$ cat config.mk
export PLATFORM = sky130hd
export DESIGN_NAME = fifo_word_packer
export DESIGN_NICKNAME = d
export VERILOG_FILES = /design/src/rtl/fifo_word_packer_pkg.sv /design/src/rtl/fifo_word_packer_ramp_checker.sv /design/src/rtl/fifo_word_packer.sv
export SDC_FILE = /design/constraint.sdc
export NUM_CORES = 1
export LEC_CHECK = 0
export ABC_AREA = 1
export CORE_MARGIN = 2
export CORE_UTILIZATION = 40
export CTS_CLUSTER_DIAMETER = 40
export DETAILED_ROUTE_END_ITERATION = 12
export GPL_TIMING_DRIVEN = 0
export PLACE_DENSITY = 0.65
export SLEW_MARGIN = 20
export SYNTH_ARGS = -nofsm -noshare
export SYNTH_HDL_FRONTEND = slang
export SYNTH_HIERARCHICAL = 1
export SYNTH_SLANG_ARGS = --single-unit
$ cat constraint.sdc
create_clock -name read_clk -period 2.3 [get_ports read_clk]
set_input_delay 0.69 -clock read_clk [delete_from_list [all_inputs] [get_ports read_clk]]
set_output_delay 0.69 -clock read_clk [all_outputs]
set_load 0.005 [all_outputs]
$ cat src/rtl/fifo_word_packer_pkg.sv
`default_nettype none
// ============================================================================
// Module  : fifo_word_packer_pkg
// Purpose : Shared FIFO constants. Holds the packer FSM state encoding and
//           the default byte width, word size and ramp step used by the
//           FIFO word packer and its ramp checker.
// Ports   : none (package)
// Revision: 1.0 - initial release
// ============================================================================
package fifo_word_packer_pkg;

  localparam int FIFO_W_DEFAULT = 8;  // FIFO byte width
  localparam int N_DEFAULT      = 4;  // bytes per packed word
  localparam int STEP_DEFAULT   = 2;  // ramp increment

  typedef enum logic [0:0] {
    ST_FILL = 1'b0,
    ST_HOLD = 1'b1
  } pack_state_e;

endpackage : fifo_word_packer_pkg
`default_nettype wire

$ cat src/rtl/fifo_word_packer_ramp_checker.sv
`default_nettype none
// ============================================================================
// Module  : ramp_checker
// Purpose : Tracks an expected ramp byte that advances by STEP on every pop
//           and counts popped bytes that differ from it while enabled.
// Ports   : clk       - clock
//           rst_n     - asynchronous active-low reset
//           pop       - a byte is consumed this cycle
//           data      - byte being consumed
//           chk_en    - enables mismatch counting
//           err_count - saturating mismatch count
//           err_flag  - sticky mismatch flag
// Revision: 1.0 - initial release
// ============================================================================
module ramp_checker
  import fifo_word_packer_pkg::*;
#(
  parameter int W    = FIFO_W_DEFAULT,
  parameter int STEP = STEP_DEFAULT
) (
  input  logic         clk,
  input  logic         rst_n,
  input  logic         pop,
  input  logic [W-1:0] data,
  input  logic         chk_en,
  output logic [7:0]   err_count,
  output logic         err_flag
);

  // Ramp increment reduced to W bits, so the expected byte wraps mod 2^W.
  localparam logic [W-1:0] STEP_W = W'(STEP);

  logic [W-1:0] expected_q, expected_d;
  logic [7:0]   err_count_q, err_count_d;
  logic         err_flag_q, err_flag_d;
  logic         mismatch;

  assign mismatch = pop & chk_en & (data != expected_q);

  always_comb begin
    expected_d  = expected_q;
    err_count_d = err_count_q;
    err_flag_d  = err_flag_q;
    // The ramp advances on every pop, even with checking disabled, so
    // enabling the check mid-stream stays aligned with the source.
    if (pop) begin
      expected_d = expected_q + STEP_W;
    end
    if (mismatch) begin
      err_flag_d = 1'b1;
      if (err_count_q != 8'hFF) begin
        err_count_d = err_count_q + 8'd1;
      end
    end
  end

  always_ff @(posedge clk or negedge rst_n) begin
    if (!rst_n) begin
      expected_q  <= '0;
      err_count_q <= '0;
      err_flag_q  <= 1'b0;
    end else begin
      expected_q  <= expected_d;
      err_count_q <= err_count_d;
      err_flag_q  <= err_flag_d;
    end
  end

  assign err_count = err_count_q;
  assign err_flag  = err_flag_q;

endmodule : ramp_checker
`default_nettype wire

$ cat src/rtl/fifo_word_packer.sv
`default_nettype none
// ============================================================================
// Module  : fifo_word_packer
// Purpose : Pops bytes from a first-word-fall-through FIFO, packs N of them
//           into one word (byte 0 in the low lane) and offers the word on a
//           valid/ready interface. A ramp checker watches the popped stream.
// Ports   : read_clk   - clock (FIFO read domain)
//           reset      - asynchronous active-low reset
//           fifo_data  - FIFO head byte, valid while fifo_empty=0
//           fifo_empty - FIFO empty flag
//           fifo_rd_en - pop strobe (combinational)
//           word_data  - assembled word
//           word_valid - word_data holds a complete word
//           word_ready - downstream accepts word_data
//           chk_en     - enables ramp checking
//           err_count  - saturating ramp mismatch count
//           err_flag   - sticky ramp mismatch flag
// Revision: 1.0 - initial release
// ============================================================================
module fifo_word_packer
  import fifo_word_packer_pkg::*;
#(
  parameter int W    = FIFO_W_DEFAULT,
  parameter int N    = N_DEFAULT,
  parameter int STEP = STEP_DEFAULT
) (
  input  logic           read_clk,
  input  logic           reset,
  input  logic [W-1:0]   fifo_data,
  input  logic           fifo_empty,
  output logic           fifo_rd_en,
  output logic [W*N-1:0] word_data,
  output logic           word_valid,
  input  logic           word_ready,
  input  logic           chk_en,
  output logic [7:0]     err_count,
  output logic           err_flag
);

  localparam int            IW       = (N > 1) ? $clog2(N) : 1;
  localparam logic [IW-1:0] LAST_IDX = IW'(N - 1);

  pack_state_e    state_q;
  logic [IW-1:0]  idx_q;
  logic [W*N-1:0] word_q;
  logic           valid_q;
  logic           pop;

  // Pop decision is combinational so a full-rate FIFO is drained without a
  // bubble. In HOLD a byte may only be taken when the held word leaves in the
  // same cycle, since lane 0 is overwritten. Reset forces the strobe low.
  always_comb begin
    pop = 1'b0;
    if (reset) begin
      if (state_q == ST_FILL) begin
        pop = ~fifo_empty;
      end else begin
        pop = word_ready & ~fifo_empty;
      end
    end
  end

  always_ff @(posedge read_clk or negedge reset) begin
    if (!reset) begin
      state_q <= ST_FILL;
      idx_q   <= '0;
      word_q  <= '0;
      valid_q <= 1'b0;
    end else begin
      case (state_q)
        ST_FILL: begin
          if (pop) begin
            word_q[idx_q*W +: W] <= fifo_data;
            if (idx_q == LAST_IDX) begin
              state_q <= ST_HOLD;
              valid_q <= 1'b1;
              idx_q   <= '0;
            end else begin
              idx_q <= idx_q + IW'(1);
            end
          end
        end
        ST_HOLD: begin
          // valid_q is always set here, so word_ready alone completes the
          // handshake.
          if (word_ready) begin
            if (pop) begin
              // Back-to-back: the popped byte starts the next word.
              word_q[W-1:0] <= fifo_data;
              if (N == 1) begin
                state_q <= ST_HOLD;
                valid_q <= 1'b1;
                idx_q   <= '0;
              end else begin
                state_q <= ST_FILL;
                valid_q <= 1'b0;
                idx_q   <= IW'(1);
              end
            end else begin
              state_q <= ST_FILL;
              valid_q <= 1'b0;
              idx_q   <= '0;
            end
          end
        end
        default: begin
          state_q <= ST_FILL;
          valid_q <= 1'b0;
          idx_q   <= '0;
        end
      endcase
    end
  end

  assign fifo_rd_en = pop;
  assign word_data  = word_q;
  assign word_valid = valid_q;

  ramp_checker #(
    .W    (W),
    .STEP (STEP)
  ) u_ramp_checker (
    .clk       (read_clk),
    .rst_n     (reset),
    .pop       (pop),
    .data      (fifo_data),
    .chk_en    (chk_en),
    .err_count (err_count),
    .err_flag  (err_flag)
  );

endmodule : fifo_word_packer
`default_nettype wire

== Word level (Yosys, flattened, before mapping) ==
Cells that the tools add are included.

* Add/subtract/negate cells: 4
* Multiply operators: 0
* Divide/modulo/power cells: 0
* $lt $le $gt $ge: 0
* Equality and inequality tests: 7
* Shift operators: 2
* Multiplexer cells: 20
* Bitwise logic cells: 5
* Reductions and logical operators: 5

{| class="wikitable"
|+ Operators by type and width
! operator !! number
|-
| negation 5 -> 34 bit || 1
|-
| variable shift 8 x 34 -> 32 bit, first input constant || 1
|-
| variable part select 8 x 34 -> 32 bit || 1
|-
| bitwise mux 32 bit || 1
|-
| two-way mux 8 bit || 3
|-
| case mux 8 bit (2 select lines) || 1
|-
| two-way mux 1 bit || 9
|-
| adder 8 x 1 -> 8 bit, second input constant || 1
|-
| adder 8 x 2 -> 8 bit, second input constant || 1
|-
| != test 8 bit || 1
|-
| != test 8 bit, second input constant || 1
|-
| two-way mux 2 bit || 3
|-
| != test 2 x 1 -> 1 bit, second input constant || 3
|-
| AND reduction 2 bit || 3
|-
| AND reduction 3 bit || 2
|-
| case mux 1 bit (2 select lines) || 2
|-
| case mux 2 bit (2 select lines) || 1
|-
| bitwise AND 1 bit || 3
|-
| adder 2 x 1 -> 2 bit, second input constant || 1
|-
| == test 2 bit, second input constant || 1
|-
| != test 2 bit, second input constant || 1
|-
| inverter 1 bit || 2
|}

* Register bits: 53
* Latch bits: 0
* Bits in writable memories: 0
* ROM bits: 0
* Input bits: 13
* Output and inout bits: 43
* Logic and storage cells: 51
* Memories kept: 0

== Depth between registers and ports, before layout ==
Gate-level depths: netlist of the first run.

* Word-level depth: 7
* Depth in mapped cells: 10
* Gate-level depth less buffers: 10

== By module ==
The synthesis of the first run kept the hierarchy.

{| class="wikitable"
|+ Modules (own cells, without submodules)
! module !! instances !! cells each !! area an instance (um2) !! sequential area each (um2)
|-
| fifo_word_packer || 1 || 204 || 1695.4 || 900.9
|-
| ramp_checker || 1 || 129 || 996.0 || 400.4
|}

== Worst setup path before layout of the first run ==
No wires, ideal clock.

* Kind: input port to flip-flop
* Start point: in reset
* End point: reg u_ramp_checker.expected_q[6]
* Library setup time: 79 ps
* Arrival time: 1633 ps
* Required time: 2221 ps
* Setup slack: 588 ps
* Stages on the path: 8
* Buffers on the path: 1
* Cells stage by stage: inv_1 > nor2_1 > nand2_1 > inv_1 > buf_2 > nand4_1 > nor3_1 > xor2_1

* Longest elaborated chain between the ends: 1

{| class="wikitable"
|+ RTL lines
! element !! RTL line !! text
|-
| from (decl) || fifo_word_packer.sv:28 || <nowiki>input logic reset,</nowiki>
|-
| two-way mux 1 bit || fifo_word_packer.sv:54 || <nowiki>if (reset) begin</nowiki>
|-
| net fifo_rd_en || fifo_word_packer.sv:31 || <nowiki>output logic fifo_rd_en,</nowiki>
|-
| to (signal assigned) || fifo_word_packer_ramp_checker.sv:63 || <nowiki>expected_q <= expected_d;</nowiki>
|-
| to (decl) || fifo_word_packer_ramp_checker.sv:33 || <nowiki>logic [W-1:0] expected_q, expected_d;</nowiki>
|}

The timed path passes the listed nets, and every way through them passes these cells.
A chain may end at the register's enable or synchronous reset.

== Worst setup path after layout of the first run ==
* Start point: in fifo_empty
* End point: out fifo_rd_en

* Longest elaborated chain between the ends: 4

{| class="wikitable"
|+ RTL lines
! element !! RTL line !! text
|-
| from (decl) || fifo_word_packer.sv:30 || <nowiki>input logic fifo_empty,</nowiki>
|-
| inverter 1 bit * || fifo_word_packer.sv:56, fifo_word_packer.sv:58 ||
|-
| bitwise AND 1 bit || fifo_word_packer.sv:58 || <nowiki>pop = word_ready & ~fifo_empty;</nowiki>
|-
| two-way mux 1 bit * || fifo_word_packer.sv:55 || <nowiki>if (state_q == ST_FILL) begin</nowiki>
|-
| two-way mux 1 bit * || fifo_word_packer.sv:54 ||
|-
| to (decl) || fifo_word_packer.sv:31 ||
|}

Every way passes the cells marked *; elsewhere a longest branch is shown, timed or not.

==> impl_summary.txt, run 1 <==
----------------------------------------------------
[Floorplanning]
  Boundary pin count ... 56
  Number of standard-cell rows in the floorplan ... 29
  Initial Utilization ... a little over two fifths
  Die extent in x ... 86.0 um
  Overall die height ... approximately 86 um
  Die area ... around 7400 um^2
  Placeable core area ... 6420 um^2

[Finish]
  Area growth syn-to-layout ... 29.9%
  Finished layout cell area ... approximately 3500 um^2
  Leading cell type in the layout, fill and taps excluded ... sky130_fd_sc_hd__nand2_1
  Nets@finish ... around 420
  Most frequent cells in the layout ... sky130_fd_sc_hd__nand2_1 (122), sky130_fd_sc_hd__dfrtp_1 (52), sky130_fd_sc_hd__clkdlybuf4s50_1 (51)
  Number of inserted diodes ... 0
  Final standard cell count with taps included and fillers excluded ... 476
  Filler cells ... around 600
  Proportion of layout cells with a drive suffix above 1 ... 10.8%

[Timing]
  Peak clock frequency supported by timing ... between 400 and 500 MHz
  Post-route fraction of the period consumed by the critical path ... around 94%
  Final count of negative-setup-slack endpoints ... 0
  Worst relative slew slack ... approximately two thirds
  Setup repair after global routing missed its margin ... no
  Setup clock skew after layout ... 3.68 ps
  Minimum clock period ... roughly 2200 ps
  Tightest Pin Transition ... 483 ps
  Number of pins exceeding their max-slew limit in the final report ... 0
  Count of endpoints failing hold in the final timing report ... 0

[Place]
  GPL Wtd Cong ... approximately 0.85
  Count of buffers from port buffering ... between 50 and 60
  Area after DPL ... between 3000 and 4000 um^2
  DP Cell Count ... about 470
  Detail Placement HPWL ... around 4300 um

[Power and ir drop]
  Combinational fraction of design power ... around 44%
  Highest ir drop seen on vdd ... approximately 0.00040 V
  Final Total Pwr ... ~3.5 mW
  Total leakage power ... 1.84 nW
  Share of total power consumed by net switching ... between 30% and 40%
  Part of the total power dissipated in sequential elements ... about two fifths
  Power Density ... between 1000 and 1500 nW/um^2
  Cell-internal power ... roughly 2.2 mW
  Power share of the clock group ... 15.0%
  Net switching power ... about 1.3 mW

[Detailed routing]
  Average wire length per cell after detail routing ... 12.6 um
  Average vias per placed instance ... about 4.8
  Total wirelength of the detailed-routed design ... between 5000 and 6000 um
  Residual DRC ... 0
  First-pass iteration count of the detailed router ... 4
  DRT iter0 DRCs ... between 100 and 150
  Antenna Violating Nets Remaining ... 0
  Total vias in the final route ... 2304

[CTS]
  CTS Hold Buffers Added ... 0
  Depth of the CTS H-tree ... 2
  Clock-pin transition on the worst setup and hold timing paths ... ~80 ps
  Number of sinks driven by the clock tree ... between 50 and 60
  TritonCTS clock tree ... yes
  Cell at the root of the clock tree ... sky130_fd_sc_hd__clkbuf_8
  Inserted Clock Buffers ... 5
  Clock latency reported for the late side of the worst-skew pair ... about 300 ps
  Worst-case clock buffer depth ... 2

[Worst setup path]
  Endpoint of the most critical register-to-register path ... word_data[20]
  Critical Path Source Type ... input pin
  Timing startpoint of the critical path ... fifo_empty
  Category of the critical setup timing path ... in -> out
  Worst path arrival time ... between 1000 and 1500 ps
  Biggest fanout along the worst timing path ... 3
  Worst R2R Setup Slack ... ~470 ps
  Cells on worst reg2reg path ... 7
  End point of the critical path ... fifo_rd_en
  Capturing element type of the critical path ... primary output
  Launch point of the worst reg-to-reg path ... idx_q[0]
  Data required, critical path ... 1610 ps

[Synthesis]
  Share of the yosys chip area belonging to registers ... around 48%
  Cells after Synth ... about 330
  Synthesized area ... 2690 um^2
  Number of distinct standard cells referenced by the synthesized netlist ... 24
  Syn. warnings ... 6
  Average size of a mapped cell ... about 8.1 um^2
  #FFs+latches synth ... 52
  Nets in the synthesized netlist ... approximately 350

[Global route]
  Antenna violations before repair ... 0
  GR Overflow Total ... 0
  Vias in the first global route ... ~2200
  Largest net degree at the start of global routing ... 55
  Wire length of the first global-routing pass ... 9980 um
  Tot GR Track Use ... between 15 and 20%

[Hold path]
  Path class of the lowest-slack min-delay path ... in -> async

[Status]
  Run status ... completed

[Job]
  Number of violations of the max-capacitance limit ... 0

----------------------------------------------------
==> power by group through the flow <==
| stage | combinational, mW | clock, mW | sequential (mW) |
|---|---|---|---|
| 2_1_floorplan | 0.837 | 0 | 1.44 |
| 3_3_place_gp | 1.49 | 0 | 1.45 |
| 3_5_place_dp | 1.53 | 0 | 1.45 |
| 4_1_cts | 1.55 | 0.544 | 1.44 |
| 5_1_grt | 1.72 | 0.586 | 1.48 |
| 6_report | 1.54 | 0.525 | 1.43 |
==> synth_stat cells (all sizes together) <==
| cell type | n | area (um^2) |
|---|---|---|
| dfrtp | 52 | 1300 |
| buf | 5 | 33.8 |
| o21ai | 3 | 15.0 |
| a21o | 1 | 7.51 |
| nand4 | 13 | 96.3 |
| xnor2 | 2 | 17.5 |
| ha | 7 | 87.6 |
| nor2 | 20 | 113 |
| a21oi | 2 | 10.0 |
| nand3 | 39 | 220 |
| nor3 | 9 | 55.1 |
| inv | 44 | 165 |
| nand2 | 125 | 477 |
| nand3b | 3 | 22.5 |
| xor2 | 8 | 70.1 |
==> through the flow <==
step	TNS [ps]	hold WS (ps)	setup slack, ps	utilization [%]
after floorplan	0	394	588	-
after global placement	-152680	445	-2430	52.0
after detailed placement	-4050	455	-680	51.9
after CTS	0	261	8.36	53.9
after global routing	0	194	94.1	54.5
final	0	200	145	54.5
==> cells by family after synthesis <==
| family | Yosys count | share of synthesized area [%] |
|---|---|---|
| DFF | 52 | 48.3 |
| and+or+nand+nor | 209 | 36.5 |
| xor gates and xnor gates | 10 | 3.25 |
| AOI/OAI and AO/OA | 6 | 1.21 |
| buffers and inverters | 49 | 7.39 |
| adders and majority gates | 7 | 3.25 |
==> per-layer routing <==
| layer | GRT usage, % | vias to the layer above | routed length [um] |
|---|---|---|---|
| met2 | 27.9 | 49 | 2880 |
| li1 | - | 1180 | - |
| met4 | 4.76 | 0 | 64 |
| met5 | 0 | - | 0 |
| met1 | 22.4 | 1068 | 2800 |
| met3 | 3.37 | 7 | 244 |
==> final cells by class <==
type	instances	area, um^2	area share [%]
sequential	52	1300	37.2
multi-input combinational	232	1200	34.4
timing repair buffer	58	607	17.4
inverter	44	165	4.72
tap	77	96.3	2.75
clock buffer	8	90.1	2.58
buffer	5	33.8	0.966
==> flip-flops by register name, indices dropped and copies added, names as in the netlist <==
signal and cells:
u_ramp_checker/expected_q 7, u_ramp_checker/err_flag 1, word_valid 1, idx_q 2, state_q 1, word_data 32
u_ramp_checker/err_count 8
==> timing repair <==
action	in CTS	in global routing
endpoints found under the setup margin	1	1
cloned	0	1
pin swaps	1	0
resized for setup	13	1
setup buffers	2	0
==> worst max-delay path, cell delays in order <==
cell and delay [ps]:
sky130_fd_sc_hd__dlygate4sd2_1 260, sky130_fd_sc_hd__nor2_2 150, sky130_fd_sc_hd__nand2_4 90, sky130_fd_sc_hd__inv_2 70, sky130_fd_sc_hd__clkdlybuf4s15_2 200
==> how the worst min path moves through the flow <==
stage / end / from / cells after the start / slack, ps
final: word_data[3] / reset / 1 / 200
after global routing: u_ramp_checker/expected_q[5] / reset / 1 / 190
after CTS: word_data[1] / reset / 1 / 260
after detailed placement: u_ramp_checker/err_flag / u_ramp_checker/err_flag / 1 / 450
after global placement: u_ramp_checker/err_flag / u_ramp_checker/err_flag / 1 / 440
after floorplan: idx_q[0] / reset / 0 / 390
Power figures use the tool's default switching activity.
==> run 2: changes to the inputs <==
Settings changed: HOLD_SLACK_MARGIN set to 0.02.
==> results of run 2 <==
No change in the layout: final DEF, timing and power equal those of run 1.
==> run 3: changes to the inputs <==
Settings changed: ABC_AREA 1 to 0, DONT_BUFFER_PORTS set to 1, PLACE_DENSITY 0.65 to 0.54.
==> impl_summary.txt, run 3 <==
----------------------------------------------------
[Status]
  Run status ... completed

[Synthesis]
  #FFs+latches synth ... 52 (unchanged)
  Share of async-settable or async-resettable flops after synthesis ... 100% (unchanged)
  Share of the yosys chip area belonging to registers ... 54.4% (+6.1 points)
  Number of distinct standard cells referenced by the synthesized netlist ... 36 (+50%)
  Cell taking the most area after synthesis ... sky130_fd_sc_hd__dfrtp_1
  Nets in the synthesized netlist ... 236 (-33%)
  Post-synth top cells ... sky130_fd_sc_hd__dfrtp_1 (52), sky130_fd_sc_hd__nand2_1 (44), sky130_fd_sc_hd__o21ai_0 (17)
  Main area contributors after synthesis ... sky130_fd_sc_hd__dfrtp_1 (54%), sky130_fd_sc_hd__nand2_1 (6.9%), sky130_fd_sc_hd__ha_1 (3.7%), sky130_fd_sc_hd__xnor2_1 (3.7%), sky130_fd_sc_hd__o21ai_0 (3.6%)
  Proportion of netlist area held by the largest area contributor ... 54.4% (+6.1 points)
  Cells after Synth ... 216 (-35%)
  Average size of a mapped cell ... 11.1 um^2 (+37%)
  Most common flop cell mapped by yosys ... sky130_fd_sc_hd__dfrtp_1
  EDFF count, synth ... 0 (unchanged)
  Synthesized area ... 2390 um^2 (-11%)
  Syn. warnings ... 6 (unchanged)
  Most frequent cell after synthesis ... sky130_fd_sc_hd__dfrtp_1

[Place]
  Detail Placement HPWL ... 3610 um (-17%)
  GPL Wtd Cong ... 0.725 (-15%)
  Count of buffers from port buffering ... 0 (-100%)

[Timing]
  Setup repair after global routing missed its margin ... no
  Worst relative slew slack ... 52.3% (-15 points)
  Number of pins exceeding their max-slew limit in the final report ... 0 (unchanged)
  Setup clock skew after layout ... 13.9 ps (+10.2 ps)
  Minimum clock period ... 2220 ps (+61.2 ps)
  Post-route fraction of the period consumed by the critical path ... 96.4% (+2.7 points)
  Peak clock frequency supported by timing ... 451 MHz (-2.8%)
  Summed negative setup slack over all endpoints ... 0 ps (unchanged)
  Count of endpoints failing hold in the final timing report ... 0 (unchanged)
  Final count of negative-setup-slack endpoints ... 0 (unchanged)
  Tightest Pin Transition ... 713 ps (+229 ps)

[Finish]
  Nets@finish ... 243 (-42%)
  Filler cells ... 535 (-13%)
  Largest register FFs ... 32 (unchanged)
  Area taken by flip-flops and latches ... 1300 um^2 (unchanged)
  Area growth syn-to-layout ... 9.89%
  Number of inserted diodes ... 0 (unchanged)
  Multi-input gate area ... 1030 um^2 (-14%)
  Proportion of layout cells with a drive suffix above 1 ... 9.82% (-0.96 points)
  Most frequent cells in the layout ... sky130_fd_sc_hd__dfrtp_1 (52), sky130_fd_sc_hd__nand2_1 (44), sky130_fd_sc_hd__o21ai_0 (16)
  Leading cell type in the layout, fill and taps excluded ... sky130_fd_sc_hd__dfrtp_1

[Worst setup path]
  Category of the critical setup timing path ... in -> reg
  Critical Path Source Type ... input pin
  Data required, critical path ... 2500 ps (+890 ps)
  Worst path arrival time ... 2410 ps (+940 ps)
  Biggest fanout along the worst timing path ... 56 (+53)
  Capturing element type of the critical path ... flop
  Cells on worst reg2reg path ... 8 (+1)

[Floorplanning]
  Die extent in x ... 81.3 um (-5.5%)
  Placeable core area ... 5850 um^2 (-8.9%)
  Boundary pin count ... 56 (unchanged)
  Initial Utilization ... 40.9% (-1.0 points)
  Number of standard-cell rows in the floorplan ... 28 (-3.4%)
  Overall die height ... 81.3 um (-5.5%)
  Die area ... 6610 um^2 (-11%)

[Global route]
  Antenna violations before repair ... 0 (unchanged)
  Wire length of the first global-routing pass ... 8460 um (-15%)
  GR Overflow Total ... 0 (unchanged)
  Vias in the first global route ... 1560 (-29%)
  Tot GR Track Use ... 17.4% (+0.50 points)
  Largest net degree at the start of global routing ... 57 (+3.6%)

[CTS]
  Cell at the root of the clock tree ... sky130_fd_sc_hd__clkbuf_8
  TritonCTS clock tree ... yes
  Depth of the CTS H-tree ... 2 (unchanged)
  Post-cts sizing count ... 0 (-13)
  Clock latency reported for the late side of the worst-skew pair ... 310 ps (about the same)
  Inserted Clock Buffers ... 5 (unchanged)
  Setup fix buffers added after clock tree synthesis ... 0 (-2)
  Worst-case clock buffer depth ... 2 (unchanged)
  Clock-pin transition on the worst setup and hold timing paths ... 100 ps (+20 ps)
  CTS Hold Buffers Added ... 0 (unchanged)
  Number of sinks driven by the clock tree ... 52 (unchanged)

[Detailed routing]
  Total wirelength of the detailed-routed design ... 5370 um (-10%)
  Average vias per placed instance ... 5.26 (+8.8%)
  DRT iter0 DRCs ... 89 (-36%)
  Total vias in the final route ... 1574 (-32%)
  Antenna Violating Nets Remaining ... 0 (unchanged)
  First-pass iteration count of the detailed router ... 4 (unchanged)
  Average wire length per cell after detail routing ... 18.0 um (+43%)
  Residual DRC ... 0 (unchanged)

[Power and ir drop]
  Power Density ... 1160 nW/um^2 (+16%)
  Highest ir drop seen on vdd ... 0.000376 V (-5.8%)
  Total leakage power ... 1.13 nW (-39%)
  Final Total Pwr ... 3.04 mW (-13%)

[Job]
  Number of violations of the max-capacitance limit ... 0 (unchanged)

[Hold path]
  Path class of the lowest-slack min-delay path ... in -> async

----------------------------------------------------
-- run 3: cells by family (layout without fill, tap and decap cells) --
group           Yosys count  count (layout)  share of synthesized area, %
compound gates           39              39                          11.3
xor+xnor                 18              18                          6.59
fa+ha+maj                 7               7                          3.66
buf+inv                  11              19                          2.46
flops                    52              52                          54.4
mux                       5               5                          2.35
simple gates             84              84                          19.2
-- run 3: path summary, 6_finish.rpt --
check	start	endpoint	slack, ps
max	reset	u_ramp_checker/err_count[1]	80
min	reset	word_data[29]	60
max reg2reg	state_q	u_ramp_checker/err_count[1]	240
min reg2reg	u_ramp_checker/expected_q[7]	u_ramp_checker/expected_q[7]	490
max in group asynchronous	reset	u_ramp_checker/expected_q[7]	2130
min in group read_clk	u_ramp_checker/expected_q[7]	u_ramp_checker/expected_q[7]	490
-- run 3: metrics by stage --
step                instances  worst slack, ps  utilization (%)  hold slack, ps  area (um^2)
global placement          291             -237             42.8             396         2510
detailed placement        291             -217             42.8             396         2510
CTS                       299             92.5             44.9            57.7         2630
finish                    299             83.5             44.9            63.1         2630
global route              299             8.95             44.9            40.0         2630
floorplan                 216            0.683                -             394         2410
-- run 3: worst max-delay path: stages --
cell and delay (ps):
sky130_fd_sc_hd__nor2b_2 190, sky130_fd_sc_hd__clkbuf_8 190, sky130_fd_sc_hd__and2_1 200, sky130_fd_sc_hd__clkbuf_8 180
sky130_fd_sc_hd__and2_1 170, sky130_fd_sc_hd__o21ai_1 160, sky130_fd_sc_hd__or2_2 340, sky130_fd_sc_hd__mux2_2 270
-- run 3: where the power goes --
| group | internal, mW | switching [mW] | leakage (nW) |
|---|---|---|---|
| clock network | 0.356 | 0.304 | 0.0614 |
| logic | 0.390 | 0.391 | 0.373 |
| registers | 1.24 | 0.356 | 0.693 |
| total | 1.99 | 1.05 | 1.13 |
-- run 3: metal layers --
metal  up-vias  wire (um)  track usage, %
li1        762          -               -
met1       762       2550            24.3
met2        44       2380            25.7
met3         6        385            5.67
met4         0         59            4.58
met5         -          0               0
-- run 3: final cells by class --
type | count | share of cell area (%)
buffer | 8 | 2.52
clock buffer | 6 | 3.14
clock inverter | 2 | 1.48
multi-input combinational | 153 | 39.3
sequential | 52 | 49.5
tap | 75 | 3.57
inverter | 3 | 0.429
==> RTL edit (config.mk and constraints of run 2) <==
Change the package constant `FIFO_W_DEFAULT` from 8 to 6.
--- a/src/rtl/fifo_word_packer_pkg.sv
+++ b/src/rtl/fifo_word_packer_pkg.sv
@@ -10,5 +10,5 @@
 package fifo_word_packer_pkg;
 
-  localparam int FIFO_W_DEFAULT = 8;  // FIFO byte width
+  localparam int FIFO_W_DEFAULT = 6;  // FIFO byte width
   localparam int N_DEFAULT      = 4;  // bytes per packed word
   localparam int STEP_DEFAULT   = 2;  // ramp increment
Interface: changed (resized fifo_data and word_data); port bits go from 56 to 46. No check against the original RTL was run, so the function may have changed too.
==> RTL edit against run 2 <==
- routed wire length decreased by 4.2%
- sequential cell count decreased by 10
- clock skew increased by 1.9 ps
- count of clock-buffer cells in the layout decreased by 1
- hold slack improved by 37 ps
- via count decreased by 2.5%
- synthesized area decreased by 6.3%
- first-iteration DRC count decreased by 29%
- cell area decreased by 7.9%
- total power increased by 3.2%
- worst setup slack got worse by 37 ps
- critical path type unchanged
- critical endpoint unchanged
==> RTL edit: results (changes against run 2) <==
[setup_path]
crit_slowest_cell = clkdlybuf4s50_1
rrSetupSlack_ps = 270  ; -200 ps
cp.arrival_ps = 1500  ; +30 ps
max_stage_delay_ps = 450  ; +190 ps
r2r-end = word_data[1]
reg2reg_depth = 8  ; +1

[logic_synthesis]
synth.distinct_cells = 33  ; +38%
yosysSeqAreaShare = 0.417  ; -0.0666
synth_fp_nets = 337  ; -4.5%
synthTopCellsByCount = 98 x nand2_1, 42 x dfrtp_1, 22 x inv_1

[layout]
largest_reg_flops = 24  ; -25%
drive_gt1_frac = 0.161  ; +0.0531
multiInputGateArea_um2 = 1310  ; +8.5%
final_nets = 392  ; -6.2%
num-fill-cells = 578  ; -5.7%

[grt]
track_usage = 0.173  ; +0.00482
use_met2 = 0.282  ; +0.00246
gr-usage-met3 = 0.0318  ; -0.00188
grt_pass1_vias = 2138  ; -2.3%
grt_pass1_wl_um = 9880  ; -1.0%
grt_max_degree = 21  ; -62%
antenna_found_initial = 0  ; unchanged

[timing]
timing.slew.headroom = 0.765  ; +0.0879
skew_ps = 5.61  ; +1.94 ps

[pwr]
p_leak_nw = 1.52  ; -18%
peakVddDrop_uv = 548  ; +37%
p_comb_w = 0.00195  ; +27%
internal_power_w = 0.00203  ; -7.8%
p_clk_w = 0.000491  ; -6.5%

[placed_design]
io_buffer_count = 45  ; -18%
place_congestion = 0.794  ; -6.7%
post-dp-hpwl_um = 4350  ; +0.39%
placed_cell_area_um2 = 3090  ; -7.4%

[route]
wl_met3_um = 196  ; -20%
vias_per_cell = 5.01  ; +3.6%
drt_iter0_drc = 99  ; -29%
detail_route.wirelength.met1_um = 2760  ; -1.4%
drt-pass1-iter-count = 6  ; +2
dr_wl_met2_um = 2690  ; -6.6%

[outcome]
status = finished clean

## RTL edit: cell count changes after synthesis, moves of 4 or more
cell / before / now
a21oi_1: 2 / 10
a22oi_1: 0 / 4
dfrtp_1: 52 / 42
inv_1: 34 / 22
inv_2: 10 / 16
nand2_1: 124 / 98
nand2_2: 0 / 8
nand3_1: 37 / 12
nor2_1: 13 / 18
nor3_1: 7 / 1
o21ai_0: 3 / 10
o21ai_1: 0 / 19
## RTL edit: cells by family after synthesis
kind of cell             Yosys count  synth area share
flip-flops                        42             0.417
XOR/XNOR                           7            0.0273
adder cells (fa/ha/maj)            9            0.0447
AO/OA/AOI/OAI                     51             0.115
buffers and inverters             41            0.0660
AND/OR/NAND/NOR                  167             0.330
## RTL edit: through the flow
| stage | worst slack [ps] | cells |
|---|---|---|
| after floorplan | 511 | 317 |
| after global placement | -2330 | 437 |
| after detailed placement | -765 | 438 |
| after CTS | 89.1 | 448 |
| after global routing | 36.5 | 448 |
| final | 108 | 448 |
## RTL edit: worst max-delay path by stage
stage                     from          to  slack (ps)  cells after the start
floorplan           fifo_empty  fifo_rd_en         510                      5
global placement         reset  fifo_rd_en       -2330                      6
detailed placement       reset  fifo_rd_en        -760                      7
CTS                      reset  fifo_rd_en          90                      7
global route             reset  fifo_rd_en          40                      7
finish              word_ready  fifo_rd_en         110                      4
## RTL edit: timing repair
item / CTS / global route
gates resized for setup: 9 / 0
setup endpoints to repair: 1 / 0
buffers inserted: 1 / 0
## RTL edit: cell type report
type	count	share of cell area
Timing Repair Buffer	48	0.159
Clock inverter	1	0.00155
Sequential cell	42	0.326
Tap cell	75	0.0291
Clock buffer	7	0.0268
Inverter	38	0.0443
Buffer	3	0.00738
Multi-Input combinational cell	234	0.405
